## src/rtl/hex7seg_pkg.sv

```systemverilog
`default_nettype none
// +--------------------------------------------------------------------------+
// | hex7seg_pkg : glyph table and decode function for active-low 7-seg lines  |
// | rev 1.0                                                                  |
// +--------------------------------------------------------------------------+
package hex7seg_pkg;

  localparam int SEG_A = 0;
  localparam int SEG_B = 1;
  localparam int SEG_C = 2;
  localparam int SEG_D = 3;
  localparam int SEG_E = 4;
  localparam int SEG_F_BIT = 5;
  localparam int SEG_G = 6;
  localparam int SEG_W = SEG_G + 1;

  localparam logic [SEG_W-1:0] SEG_0     = 7'h40;
  localparam logic [SEG_W-1:0] SEG_1     = 7'h79;
  localparam logic [SEG_W-1:0] SEG_2     = 7'h24;
  localparam logic [SEG_W-1:0] SEG_3     = 7'h30;
  localparam logic [SEG_W-1:0] SEG_4     = 7'h19;
  localparam logic [SEG_W-1:0] SEG_5     = 7'h12;
  localparam logic [SEG_W-1:0] SEG_6     = 7'h02;
  localparam logic [SEG_W-1:0] SEG_7     = 7'h78;
  localparam logic [SEG_W-1:0] SEG_8     = 7'h00;
  localparam logic [SEG_W-1:0] SEG_9     = 7'h10;
  localparam logic [SEG_W-1:0] SEG_A_GLY = 7'h08;
  localparam logic [SEG_W-1:0] SEG_B_GLY = 7'h03;
  localparam logic [SEG_W-1:0] SEG_C_GLY = 7'h46;
  localparam logic [SEG_W-1:0] SEG_D_GLY = 7'h21;
  localparam logic [SEG_W-1:0] SEG_E_GLY = 7'h06;
  localparam logic [SEG_W-1:0] SEG_F     = 7'h0E;
  localparam logic [SEG_W-1:0] SEG_BLANK = 7'h7F;

  typedef struct packed {
    logic [3:0] nibble;
    logic       blank;
    logic       err;
  } seg_dec_t;

  typedef enum logic [0:0] {
    SETTLE = 1'b0,
    STABLE = 1'b1
  } mon_state_t;

  // Blank and error digits both read as nibble 0; only the flags differ.
  function automatic seg_dec_t decode_glyph(input logic [SEG_W-1:0] seg);
    seg_dec_t d;
    d = '{nibble: 4'h0, blank: 1'b0, err: 1'b0};
    case (seg)
      SEG_0:     d.nibble = 4'h0;
      SEG_1:     d.nibble = 4'h1;
      SEG_2:     d.nibble = 4'h2;
      SEG_3:     d.nibble = 4'h3;
      SEG_4:     d.nibble = 4'h4;
      SEG_5:     d.nibble = 4'h5;
      SEG_6:     d.nibble = 4'h6;
      SEG_7:     d.nibble = 4'h7;
      SEG_8:     d.nibble = 4'h8;
      SEG_9:     d.nibble = 4'h9;
      SEG_A_GLY: d.nibble = 4'hA;
      SEG_B_GLY: d.nibble = 4'hB;
      SEG_C_GLY: d.nibble = 4'hC;
      SEG_D_GLY: d.nibble = 4'hD;
      SEG_E_GLY: d.nibble = 4'hE;
      SEG_F:     d.nibble = 4'hF;
      SEG_BLANK: d.blank  = 1'b1;
      default:   d.err    = 1'b1;
    endcase
    return d;
  endfunction

endpackage
`default_nettype wire

```

## src/rtl/hex_display_monitor_if.sv

```systemverilog
`default_nettype none
// +--------------------------------------------------------------------------+
// | hex_display_monitor_if : segment inputs and decoded-result outputs       |
// | rev 1.0                                                                  |
// +--------------------------------------------------------------------------+
interface hex_display_monitor_if #(
  parameter int CNT_W = 16
);
  logic [6:0]       hex0, hex1, hex2, hex3, hex4, hex5, hex6, hex7;
  logic [31:0]      value;
  logic [7:0]       blank_mask;
  logic [7:0]       err_mask;
  logic             value_valid;
  logic             stable;
  logic [CNT_W-1:0] update_count;

  modport master (
    output hex0, hex1, hex2, hex3, hex4, hex5, hex6, hex7,
    input  value, blank_mask, err_mask, value_valid, stable, update_count
  );

  modport slave (
    input  hex0, hex1, hex2, hex3, hex4, hex5, hex6, hex7,
    output value, blank_mask, err_mask, value_valid, stable, update_count
  );
endinterface
`default_nettype wire

```

## src/rtl/hex_display_monitor_seg7_decode.sv

```systemverilog
`default_nettype none
// +--------------------------------------------------------------------------+
// | seg7_decode : combinational single-digit glyph decoder                   |
// | rev 1.0                                                                  |
// +--------------------------------------------------------------------------+
module seg7_decode
  import hex7seg_pkg::*;
(
  input  wire [SEG_W-1:0] i_seg,
  output logic [3:0]      o_nibble,
  output logic            o_blank,
  output logic            o_err
);
  seg_dec_t w_dec;

  always_comb w_dec = decode_glyph(i_seg);

  assign o_nibble = w_dec.nibble;
  assign o_blank  = w_dec.blank;
  assign o_err    = w_dec.err;
endmodule
`default_nettype wire

```

## src/rtl/hex_display_monitor.sv

```systemverilog
`default_nettype none
// +--------------------------------------------------------------------------+
// | hex_display_monitor : debounced decode of eight 7-seg digits to 32 bits  |
// | rev 1.0                                                                  |
// +--------------------------------------------------------------------------+
module hex_display_monitor
  import hex7seg_pkg::*;
#(
  parameter int STABLE_CYCLES = 4,
  parameter int CNT_W         = 16
)(
  input wire                   clock,
  input wire                   reset,
  hex_display_monitor_if.slave bus
);
  // Run value seen on the edge that completes STABLE_CYCLES identical samples.
  localparam logic [7:0] c_RUN_MAX    = 8'(STABLE_CYCLES - 1);
  localparam logic [7:0] c_RUN_COMMIT = 8'(STABLE_CYCLES - 2);

  logic [55:0]      w_in;
  logic [31:0]      w_dec_value;
  logic [7:0]       w_dec_blank;
  logic [7:0]       w_dec_err;
  logic             w_match;
  logic             w_commit;
  logic             w_changed;
  mon_state_t       w_state_nxt;

  logic [55:0]      r_samp;
  logic [7:0]       r_run;
  mon_state_t       r_state;
  logic [31:0]      r_value;
  logic [7:0]       r_blank;
  logic [7:0]       r_err;
  logic             r_valid;
  logic [CNT_W-1:0] r_count;

  assign w_in = {bus.hex7, bus.hex6, bus.hex5, bus.hex4,
                 bus.hex3, bus.hex2, bus.hex1, bus.hex0};

  generate
    for (genvar gi = 0; gi < 8; gi++) begin : g_digit
      seg7_decode u_dec (
        .i_seg    (w_in[7*gi +: 7]),
        .o_nibble (w_dec_value[4*gi +: 4]),
        .o_blank  (w_dec_blank[gi]),
        .o_err    (w_dec_err[gi])
      );
    end
  endgenerate

  assign w_match   = (w_in == r_samp);
  assign w_commit  = w_match && (r_run == c_RUN_COMMIT);
  assign w_changed = ({w_dec_value, w_dec_blank, w_dec_err} != {r_value, r_blank, r_err});

  always_ff @(posedge clock) begin
    if (reset) begin
      r_samp <= {8{SEG_BLANK}};
      r_run  <= '0;
    end else begin
      r_samp <= w_in;
      if (!w_match)
        r_run <= '0;
      else if (r_run != c_RUN_MAX)
        r_run <= r_run + 8'd1;
    end
  end

  always_ff @(posedge clock) begin
    if (reset) r_state <= SETTLE;
    else       r_state <= w_state_nxt;
  end

  always_comb begin
    w_state_nxt = r_state;
    if (!w_match)
      w_state_nxt = SETTLE;
    else if (w_commit)
      w_state_nxt = STABLE;
  end

  // A re-qualified identical pattern commits silently: no pulse, no count.
  always_ff @(posedge clock) begin
    if (reset) begin
      r_value <= '0;
      r_blank <= 8'hFF;
      r_err   <= '0;
      r_valid <= 1'b0;
      r_count <= '0;
    end else begin
      r_valid <= 1'b0;
      if (w_commit && w_changed) begin
        r_value <= w_dec_value;
        r_blank <= w_dec_blank;
        r_err   <= w_dec_err;
        r_valid <= 1'b1;
        r_count <= r_count + 1'b1;
      end
    end
  end

  assign bus.value        = r_value;
  assign bus.blank_mask   = r_blank;
  assign bus.err_mask     = r_err;
  assign bus.value_valid  = r_valid;
  assign bus.stable       = (r_state == STABLE);
  assign bus.update_count = r_count;
endmodule
`default_nettype wire

```

## src/flat_wrapper.sv

```systemverilog
// flat-port wrapper written by rule: the top's interface ports become plain ports
module hex_display_monitor_flat import hex7seg_pkg::*;
#(
  parameter int STABLE_CYCLES = 4,
  parameter int CNT_W         = 16
)
  (clock, reset, bus_hex0, bus_hex1, bus_hex2, bus_hex3, bus_hex4, bus_hex5, bus_hex6, bus_hex7, bus_value, bus_blank_mask, bus_err_mask, bus_value_valid, bus_stable, bus_update_count);
  hex_display_monitor_if #(.CNT_W(CNT_W)) bus_i ();
  input wire clock;
  input wire reset;
  input wire logic [$bits(bus_i.hex0)-1:0] bus_hex0;
  input wire logic [$bits(bus_i.hex1)-1:0] bus_hex1;
  input wire logic [$bits(bus_i.hex2)-1:0] bus_hex2;
  input wire logic [$bits(bus_i.hex3)-1:0] bus_hex3;
  input wire logic [$bits(bus_i.hex4)-1:0] bus_hex4;
  input wire logic [$bits(bus_i.hex5)-1:0] bus_hex5;
  input wire logic [$bits(bus_i.hex6)-1:0] bus_hex6;
  input wire logic [$bits(bus_i.hex7)-1:0] bus_hex7;
  output wire logic [$bits(bus_i.value)-1:0] bus_value;
  output wire logic [$bits(bus_i.blank_mask)-1:0] bus_blank_mask;
  output wire logic [$bits(bus_i.err_mask)-1:0] bus_err_mask;
  output wire logic [$bits(bus_i.value_valid)-1:0] bus_value_valid;
  output wire logic [$bits(bus_i.stable)-1:0] bus_stable;
  output wire logic [$bits(bus_i.update_count)-1:0] bus_update_count;
  assign bus_i.hex0 = bus_hex0;
  assign bus_i.hex1 = bus_hex1;
  assign bus_i.hex2 = bus_hex2;
  assign bus_i.hex3 = bus_hex3;
  assign bus_i.hex4 = bus_hex4;
  assign bus_i.hex5 = bus_hex5;
  assign bus_i.hex6 = bus_hex6;
  assign bus_i.hex7 = bus_hex7;
  assign bus_value = bus_i.value;
  assign bus_blank_mask = bus_i.blank_mask;
  assign bus_err_mask = bus_i.err_mask;
  assign bus_value_valid = bus_i.value_valid;
  assign bus_stable = bus_i.stable;
  assign bus_update_count = bus_i.update_count;
  hex_display_monitor #(.STABLE_CYCLES(STABLE_CYCLES), .CNT_W(CNT_W)) u_core (.clock(clock), .reset(reset), .bus(bus_i));
endmodule
```

## config.mk

```make
export PLATFORM = sky130hd
export DESIGN_NAME = hex_display_monitor_flat
export DESIGN_NICKNAME = d
export VERILOG_FILES = /design/src/rtl/hex7seg_pkg.sv /design/src/rtl/hex_display_monitor_if.sv /design/src/rtl/hex_display_monitor_seg7_decode.sv /design/src/rtl/hex_display_monitor.sv /design/src/flat_wrapper.sv
export SDC_FILE = /design/constraint.sdc
export NUM_CORES = 1
export LEC_CHECK = 0
export ABC_AREA = 1
export BUFFER_PORTS_ARGS = -buffer_cell sky130_fd_sc_hd__buf_2
export CORE_ASPECT_RATIO = 0.75
export CORE_MARGIN = 3
export CORE_UTILIZATION = 49
export CTS_CLUSTER_DIAMETER = 40
export DETAILED_ROUTE_END_ITERATION = 12
export PLACE_DENSITY = 0.73
export SYNTH_ARGS = -nofsm -noshare
export SYNTH_HDL_FRONTEND = slang
export SYNTH_SLANG_ARGS = --single-unit
```

## constraint.sdc

```tcl
create_clock -name clock -period 4.2 [get_ports clock]
set_input_delay 0 -clock clock [delete_from_list [all_inputs] [get_ports clock]]
set_output_delay 0 -clock clock [all_outputs]
set_load 0.1 [all_outputs]
```

# == Yosys cells after proc, flatten, opt, wreduce, memory -nomap -nowiden ==
# Cells that the tools add are included.
# totals
register_bits,130
word_cells,187
output_inout_bits,66
# classes
muxes,25
add_sub_neg,2
eq_ne,132
n_reduce_logical,19
bitwise,1
# op_table
operator,n
$pmux 4 s15,8
$eq 7x7->1 const B,40
$eq 7x5->1 const B,24
$eq 7x6->1 const B,24
$reduce_or 17->1,8
$eq 7x2->1 const B,16
$eq 7x4->1 const B,16
$eq 56x56->1,1
$eq 7x3->1 const B,8
$logic_not 7->1,8
$ne 48x48->1,1
$mux 1,17
$add 16x1->16 const B,1
$add 8x1->8 const B,1
$eq 8x2->1 const B,1
$ne 8x2->1 const B,1
$logic_and 1x1->1,2
$reduce_or 2->1,1
$not 1->1,1

# == Logic depth before layout (Yosys ltp) ==
# Gate-level depths: netlist (run 1).
# depth
word_depth,6
depth_mapped,21

# == By module ==
# From an unflattened synthesis (run 1), not the netlist that was laid out.
# unflattened
cells_unflattened,1580
area_unflattened_um2,9380.2
# by_module_without_submodules
mod,n_inst,seq_area_each_um2,area_per_inst_um2,cells_each
hex_display_monitor,1,2602.5,6557.5,963
seg7_decode at u_core.g_digit[0].u_dec ...,7,0.0,354.1,77
seg7_decode at u_core.g_digit[7].u_dec,1,0.0,344.1,78

# == Least setup slack after synthesis (run 1) ==
# No wires, ideal clock.
# synth_path
path_type,reg-to-reg
from,register u_core.r_blank[5] (netlist: u_core.bus.blank_mask[5])
to,register u_core.r_count[12] (netlist: u_core.bus.update_count[12])
n_path_buf,2
synth_period_minus_slack_ns,2.506
t_arrival_ns,2.436
required_time_ns,4.130
setup_slack_ns,1.694
stages_incl_launch_ff,16
path_cell_list,dfxtp_1 nand3b_1 nand2_1 inv_1 nand3_1 nor2_1 nand3_1 a21oi_1 nand2_1 nor2_2 nand3_4 nand2_4 buf_8 buf_8 nand2_2 a21oi_2
# synth_between
elab_chain_cells,2
# synth_lines
item,line_no,source
from (decl),hex_display_monitor.sv:33,logic [7:0] r_blank;
from (signal assigned),hex_display_monitor.sv:94,r_blank <= w_dec_blank;
$ne 48x48->1,hex_display_monitor.sv:54,"assign w_changed = ({w_dec_value, w_dec_blank, w_dec_err} != {r_value, r_blank, r_err});"
$logic_and 1x1->1,hex_display_monitor.sv:92,if (w_commit && w_changed) begin
to (signal assigned),hex_display_monitor.sv:97,r_count <= r_count + 1'b1;
to (decl),hex_display_monitor.sv:36,logic [CNT_W-1:0] r_count;
# No other way between the ends.
# A chain may end at the register's enable or synchronous reset.

# == Final worst setup path (run 1) ==
# layout_path
from,input port bus_hex5[3]
to,register u_core.r_count[10] (netlist: u_core.bus.update_count[10])
# layout_between
elab_chain_cells,5
word_cells_on_any_way,25
# layout_lines
item,line_no,source
from (decl),flat_wrapper.sv:16,input wire logic [$bits(bus_i.hex5)-1:0] bus_hex5;
"$eq 7x7->1, or another cell as far along",hex7seg_pkg.sv:50,case (seg)
$reduce_or 17->1 (no source line),--,
$mux 1,hex7seg_pkg.sv:50,
$ne 48x48->1,hex_display_monitor.sv:54,
$logic_and 1x1->1 *,hex_display_monitor.sv:92,
# Every way passes the cells marked *; elsewhere a longest branch is shown, timed or not.

==> flow_summary.ini, run 1 <==
[status]
run_status = complete, no violations

[critical_path]
critical_path.most_common_cell = sky130_fd_sc_hd__nand3_1
criticalPathCategory = in2reg
crit_chain = dlygate4sd3_1 -> buf_2 -> inv_1 -> nor2_1 -> nor3b_1 -> nand3_1 -> nor4_1 -> nand2_1 -> nor2_1 -> nand3_1 -> nor2_4 -> buf_4 -> nand3_1 -> a21oi_2
cpPeakStageDelay_ns = 0.53
crit_reg_reg_startpoint = u_core.r_samp[39]$_SDFF_PP1_
worst_setup_path_end_kind = flop
timing.rr.end = u_core.bus.update_count[10]$_SDFFE_PP0P_
critPathArrivalTime_ns = 3.33
worst-r2r-cell-count = 11
critical_path.max_fanout = 45
r2r_slack_ns = 1.30
critPathRequiredTime_ns = 4.55
critical_path.slowest_cell = sky130_fd_sc_hd__dlygate4sd3_1
setup.worst_path.start_class = input pin

[floorplan]
dieArea_um2 = 20660
design.core.area_um2 = 18130
die_width_um = 165.0
initial_utilization = 0.5124
die_h_um = 125.2
num_io_pins = 124
rows = 42

[power]
p_per_area_nw_per_um2 = 293.1
vdd.ir_drop.worst_uv = 211.3
leak_pwr_nw = 6.024

[clocking]
number_of_sinks_driven_by_the_clock_tree = 130
clkLatencyLatePin_ns = 0.42
post_cts_resize_count = 0
post_cts_hold_buffer_count = 57
clock_path_buffers = 2
cts_bufs_inserted = 17
htree_num_levels = 4
register_clock_pin_slew_on_the_reported_worst_setup_and_hold_paths_ns = 0.06
post-cts-setup-buffers = 0
cts.root.buffer_cell = sky130_fd_sc_hd__clkbuf_16
tritoncts = done

[cells_and_area]
drive_above_1_share = 0.1446
fin_nets = 1847
finalCoreUtilization = 0.6213
layout.filler_cells = 1772
num_antenna_cells = 0
area_growth_pct = 21.24

[synthesis]
dominant_combinational_cell_family_by_area_after_synthesis = simple AND/OR/NAND/NOR gates
yosys-mux-area-fraction = 0
synthesis.area_um2 = 9290
post_synth_xor_area_fraction = 0.06411
synth_simple_gate_area_share = 0.5302
post_syn_nets = 1678
synth_compound_gate_area_share = 0.02478
synth-adder-area-share = 0.004040
synth.avg_cell_area_um2 = 5.745
ys_warn_count = 0
ys_ff_latch = 130
seq_area_frac_synth = 0.2801
syn_inst = 1617
yosys.cell_types.count = 35

[grt]
number_of_global_route_vias_before_repair = 9399
groute.usage.overall = 0.2723
first_pass_grt_wire_length_um = 45860
grt_start_max_net_pins = 55
antenna_found_initial = 0
globalRouteOverflowTotal = 0

[timing]
final_period_minus_worst_setup_slack_ns = 2.979
timing.max_slew.rel_slack = 0.4197
setup_repair_after_global_routing_missed_its_margin = no
final_max_slew_viol_count = 0
period_share = 0.7093
clock.fmax_mhz = 335.7
fin_skew_ns = 0.01390
finalHoldViolCount = 0
worst-slew-pin-transition_ns = 0.8626
setup_viol_count_final = 0
fin_setup_tns_ns = 0

[hold_path]
hold_start = bus_hex2[2]
min_to = u_core.r_samp[16]$_SDFF_PP1_
hold_path.class = in2reg
cell_count_of_the_worst_hold_path = 4

[placed_design]
placement.io_buffers = 123
finalWeightedCongestion = 0.9477
dpl.hpwl_um = 21250

[drt]
dr_vias = 10400
wire_per_inst_um = 13.85
via_per_inst = 5.099
number_of_antenna_violating_nets_in_the_routed_design = 0
route.detailed.drc = 0
drt_wl_total_um = 28260
dr.first_iter.drc_count = 1114
dr.pass1.iters = 5

[run]
timing.max_cap.violations = 0
[registers in the layout, indices dropped and copies added, names as in the netlist]
register                 count
u_core.bus.blank_mask        8
u_core.bus.err_mask          8
u_core.bus.stable            1
u_core.bus.update_count     16
u_core.bus.value            32
u_core.bus.value_valid       1
u_core.r_run                 8
u_core.r_samp               56
[layer usage]
metal | up-vias | GRT usage | share of wire
li1 | 5357 | - | -
met1 | 4624 | 0.4068 | 0.49
met2 | 395 | 0.4013 | 0.42
met3 | 25 | 0.05754 | 0.083
met4 | 0 | 0.05819 | 0.011
met5 | - | 0 | 0
[how the worst max path moves through the flow]
stage                                          startpoint  slack, ns  cells past startpoint                                        to
floorplan           u_core.bus.blank_mask[5]$_SDFFE_PP1P_       1.69                     15  u_core.bus.update_count[12]$_SDFFE_PP0P_
global placement             u_core.r_samp[39]$_SDFF_PP1_       1.30                     12         u_core.bus.value[21]$_SDFFE_PP0P_
detailed placement           u_core.r_samp[39]$_SDFF_PP1_       1.30                     11  u_core.bus.update_count[10]$_SDFFE_PP0P_
finish                                        bus_hex5[3]       1.22                     14  u_core.bus.update_count[10]$_SDFFE_PP0P_
global route                                  bus_hex5[3]       0.99                     14  u_core.bus.update_count[10]$_SDFFE_PP0P_
CTS                                           bus_hex5[3]       1.23                     14  u_core.bus.update_count[10]$_SDFFE_PP0P_
[power breakdown]
| part | internal, mW | switching, mW |
|---|---|---|
| Clock | 1.01 | 0.587 |
| Combinational | 0.162 | 0.273 |
| Sequential | 1.26 | 0.0122 |
| Total | 2.43 | 0.872 |
[layout by cell type, fill, tap and decap left out, types with 4 or more instances in the layout]
master | netlist | routed
sky130_fd_sc_hd__a21oi_1 | 14 | 14
sky130_fd_sc_hd__a21oi_2 | 10 | 10
sky130_fd_sc_hd__buf_2 | 10 | 123
sky130_fd_sc_hd__buf_4 | 0 | 6
sky130_fd_sc_hd__bufinv_16 | 0 | 4
sky130_fd_sc_hd__clkbuf_16 | 0 | 17
sky130_fd_sc_hd__clkinvlp_4 | 0 | 4
sky130_fd_sc_hd__dfxtp_1 | 130 | 130
sky130_fd_sc_hd__dlygate4sd3_1 | 0 | 57
sky130_fd_sc_hd__inv_1 | 145 | 145
sky130_fd_sc_hd__inv_2 | 41 | 41
sky130_fd_sc_hd__nand2_1 | 551 | 551
sky130_fd_sc_hd__nand2_2 | 14 | 14
sky130_fd_sc_hd__nand3_1 | 148 | 148
sky130_fd_sc_hd__nand3b_1 | 20 | 20
sky130_fd_sc_hd__nand4_1 | 38 | 38
sky130_fd_sc_hd__nor2_1 | 303 | 303
sky130_fd_sc_hd__nor2_2 | 22 | 21
sky130_fd_sc_hd__nor3_1 | 26 | 26
sky130_fd_sc_hd__nor3b_1 | 8 | 8
sky130_fd_sc_hd__nor4_1 | 7 | 7
sky130_fd_sc_hd__o21ai_0 | 4 | 4
sky130_fd_sc_hd__o21ai_1 | 6 | 6
sky130_fd_sc_hd__or2_2 | 9 | 9
sky130_fd_sc_hd__xnor2_1 | 34 | 34
sky130_fd_sc_hd__xor2_1 | 34 | 34
[Yosys cell counts (all sizes together)]
| cell type | n | share of area |
|---|---|---|
| nor3 | 27 | 0.015 |
| nor4 | 7 | 0.0047 |
| o211ai | 1 | 0.00081 |
| nor3b | 8 | 0.0065 |
| nand3b | 20 | 0.016 |
| o21a | 1 | 0.00081 |
| a21o | 1 | 0.00081 |
| clkbuf | 17 | 0.0069 |
| buf | 19 | 0.014 |
| nor2 | 325 | 0.14 |
| nand2 | 566 | 0.23 |
| xnor2 | 34 | 0.032 |
| and3 | 3 | 0.0020 |
| o21ai | 10 | 0.0054 |
| inv | 186 | 0.075 |
| or2 | 9 | 0.0061 |
| nand4 | 38 | 0.026 |
| nand3 | 149 | 0.082 |
| ha | 3 | 0.0040 |
| clkinv | 2 | 0.00081 |
| a21oi | 24 | 0.017 |
| xor2 | 34 | 0.032 |
| dfxtp | 130 | 0.28 |
| and2 | 3 | 0.0020 |
[critical path, delay by kind of cell]
kind            cells  cell delay (ns)
buf+inv             4             1.34
compound gates      1             0.18
simple gates        9             1.82
[stage by stage]
stage	power [mW]	std cells	setup WS, ns	area (um2)	hold slack [ns]
4_1_cts	3.314	2040	1.232	11260	0.3574
3_3_place_gp	1.686	1952	1.301	10070	0.2538
6_report	3.301	2040	1.221	11260	0.3772
3_5_place_dp	1.686	1952	1.296	10070	0.2639
5_1_grt	3.432	2040	0.9929	11260	0.3895
2_1_floorplan	1.561	1617	1.694	9290	0.08240
[logic make-up after synthesis]
| kind of cell | count (synthesis) |
|---|---|
| fa+ha+maj | 3 |
| xor+xnor | 68 |
| flops | 130 |
| compound gates | 37 |
| buf+inv | 224 |
| simple gates | 1155 |
[layout make-up]
class | instances | area [um2] | share of cell area
multi-input combinational | 1263 | 5794 | 0.5144
sequential | 130 | 2603 | 0.2311
timing repair buffer | 186 | 1231 | 0.1093
inverter | 188 | 706.9 | 0.06276
clock buffer | 18 | 439.2 | 0.03899
tap | 242 | 302.8 | 0.02688
clock inverter | 13 | 186.4 | 0.01655
Note: power is estimated with default switching activity, not from simulation.
==> run 2: changes to the inputs <==
==> constraint.sdc (replaced) <==
create_clock -name clock -period 2.9 [get_ports clock]
set_input_delay 0 -clock clock [delete_from_list [all_inputs] [get_ports clock]]
set_output_delay 0 -clock clock [all_outputs]
set_load 0.1 [all_outputs]
==> flow_summary.ini, run 2 (same netlist as run 1, synthesis figures left out) <==
[status]
run_status = complete, no violations

[placed_design]
placement.cell_area_um2 = 10110
dp_slack_ns = 0.3198
dpl.hpwl_um = 21110
placement.io_buffers = 123
finalWeightedCongestion = 1.008

[critical_path]
critPathLaunch = bus_hex0[4]
crit_reg_reg_startpoint = u_core.r_samp[1]$_SDFF_PP1_
criticalPathCategory = in2reg
setup.worst_path.end = u_core.bus.value[25]$_SDFFE_PP0P_
worst_setup_path_end_kind = flop
critPathArrivalTime_ns = 2.94
critical_path.max_fanout = 29
worst-r2r-cell-count = 10
setup.worst_path.start_class = input pin
r2r_slack_ns = 0.30
critPathRequiredTime_ns = 3.22
timing.rr.end = u_core.bus.value[25]$_SDFFE_PP0P_

[cells_and_area]
largest_register_ffs = 56
mostFrequentLayoutCell = sky130_fd_sc_hd__nand2_1
fin_nets = 1852
area_growth_pct = 21.45
multi_input_comb_area_um2 = 5794
layout_common_cells = sky130_fd_sc_hd__nand2_1 (551), sky130_fd_sc_hd__nor2_1 (303), sky130_fd_sc_hd__nand3_1 (148)
max_flop_register = u_core.r_samp
num_antenna_cells = 0
layout.filler_cells = 1700
fin_area_um2 = 11280
seq_area_um2 = 2603
drive_above_1_share = 0.1469

[grt]
groute.usage.overall = 0.2659
grt_start_max_net_pins = 51
antenna_found_initial = 0
first_pass_grt_wire_length_um = 44670
globalRouteOverflowTotal = 0
number_of_global_route_vias_before_repair = 9160

[floorplan]
die_width_um = 165.0
die_h_um = 125.2
num_io_pins = 124
initial_utilization = 0.5124
design.core.area_um2 = 18130
rows = 42
dieArea_um2 = 20660

[timing]
final_max_slew_viol_count = 0
worst-slew-pin-transition_ns = 0.6792
timing.final.ws_setup_ns = 0.2787
period_share = 0.9039
clock.fmax_mhz = 381.5
setup_repair_after_global_routing_missed_its_margin = no
fin_setup_tns_ns = 0
fin_skew_ns = 0.008762
final_period_minus_worst_setup_slack_ns = 2.621
finalHoldViolCount = 0
setup_viol_count_final = 0
timing.max_slew.rel_slack = 0.5430

[power]
p_int_mw = 3.349
p_per_area_nw_per_um2 = 410.1
swShare = 0.2762
share_clk_of_total_power = 0.464
seq_power_share = 0.399
total_power_after_layout_mw = 4.628
leak_pwr_nw = 6.043
combinationalPowerShare = 0.137
vdd.ir_drop.worst_uv = 372.3
power_switching_mw = 1.278

[clocking]
clkLatencyLatePin_ns = 0.43
cts_bufs_inserted = 17
number_of_sinks_driven_by_the_clock_tree = 130
register_clock_pin_slew_on_the_reported_worst_setup_and_hold_paths_ns = 0.06
tritoncts = done
clock_path_buffers = 2
cts.root.buffer_cell = sky130_fd_sc_hd__clkbuf_16
htree_num_levels = 4

[hold_path]
hold_path.class = in2reg
cell_count_of_the_worst_hold_path = 4

[drt]
drt_wl_total_um = 27990
number_of_antenna_violating_nets_in_the_routed_design = 0
dr.pass1.iters = 7
route.detailed.drc = 0
via_per_inst = 5.078
dr.first_iter.drc_count = 1050
wire_per_inst_um = 13.68
dr_vias = 10390

[run]
timing.max_cap.violations = 0
## run 2: changes by cell type in the layout (fill, tap and decap cells not counted)
| cell | delta |
|---|---|
| sky130_fd_sc_hd__clkinv_2 | +2 |
| sky130_fd_sc_hd__buf_6 | +1 |
| sky130_fd_sc_hd__clkinv_4 | -1 |
| sky130_fd_sc_hd__inv_6 | +1 |
| sky130_fd_sc_hd__bufinv_16 | -2 |
| sky130_fd_sc_hd__buf_4 | +2 |
| sky130_fd_sc_hd__buf_12 | +2 |
| sky130_fd_sc_hd__clkbuf_1 | +1 |
## run 2: per-layer routing
metal,GRT usage,part of all wire,vias to the layer above
li1,-,-,5367
met1,0.3895,0.49,4560
met2,0.4026,0.42,433
met3,0.05258,0.081,29
met4,0.05966,0.011,0
met5,0,0,-
## run 2: what timing repair did
item | CTS | global route
gates resized for setup | 0 | 1
endpoints found under the setup margin | 0 | 18
hold buffers | 57 | 0
setup buffers | 0 | 2
endpoints found under the hold margin | 62 | 0
## run 2: worst min path at each step
stage / slack, ns / to / start
after floorplan: 0.08 / u_core.r_samp[14]$_SDFF_PP1_ / bus_hex2[0]
after global placement: 0.26 / u_core.r_samp[36]$_SDFF_PP1_ / bus_hex5[1]
after detailed placement: 0.26 / u_core.r_samp[23]$_SDFF_PP1_ / bus_hex3[2]
after CTS: 0.36 / u_core.r_samp[35]$_SDFF_PP1_ / bus_hex5[0]
after global routing: 0.40 / u_core.r_samp[16]$_SDFF_PP1_ / bus_hex2[2]
final: 0.37 / u_core.r_samp[41]$_SDFF_PP1_ / bus_hex5[6]
## run 2: power by group through the flow
stage	clock network (mW)	registers, mW	logic (mW)
6_report	2.15	1.85	0.634
2_1_floorplan	0	1.88	0.379
5_1_grt	2.25	1.85	0.705
3_3_place_gp	0	1.88	0.558
3_5_place_dp	0	1.88	0.560
4_1_cts	2.17	1.85	0.621
## run 2: stage by stage
stage,utilization,hold slack (ns),cells
after CTS,0.6213,0.3587,2044
after floorplan,-,0.08240,1617
final,0.6224,0.3740,2046
after global routing,0.6224,0.3996,2046
after detailed placement,0.5579,0.2607,1955
after global placement,0.5579,0.2608,1955
## run 2: area by class of cell
class,instances,share of cell area
Multi-Input combinational cell,1263,0.5135
Sequential cell,130,0.2307
Timing Repair Buffer,191,0.1150
Inverter,188,0.06265
Clock buffer,19,0.03925
Tap cell,242,0.02684
Clock inverter,13,0.01209
## run 2: critical path: stages
cell	delay (ns)
sky130_fd_sc_hd__dlygate4sd3_1	0.55
sky130_fd_sc_hd__buf_2	0.18
sky130_fd_sc_hd__xor2_1	0.17
sky130_fd_sc_hd__nor4_1	0.61
sky130_fd_sc_hd__nand3_1	0.19
sky130_fd_sc_hd__nor2_1	0.14
sky130_fd_sc_hd__nand3_1	0.21
sky130_fd_sc_hd__nor2_4	0.25
sky130_fd_sc_hd__buf_4	0.37
sky130_fd_sc_hd__nand3_1	0.13
sky130_fd_sc_hd__nand2_1	0.08
sky130_fd_sc_hd__nor2_1	0.06
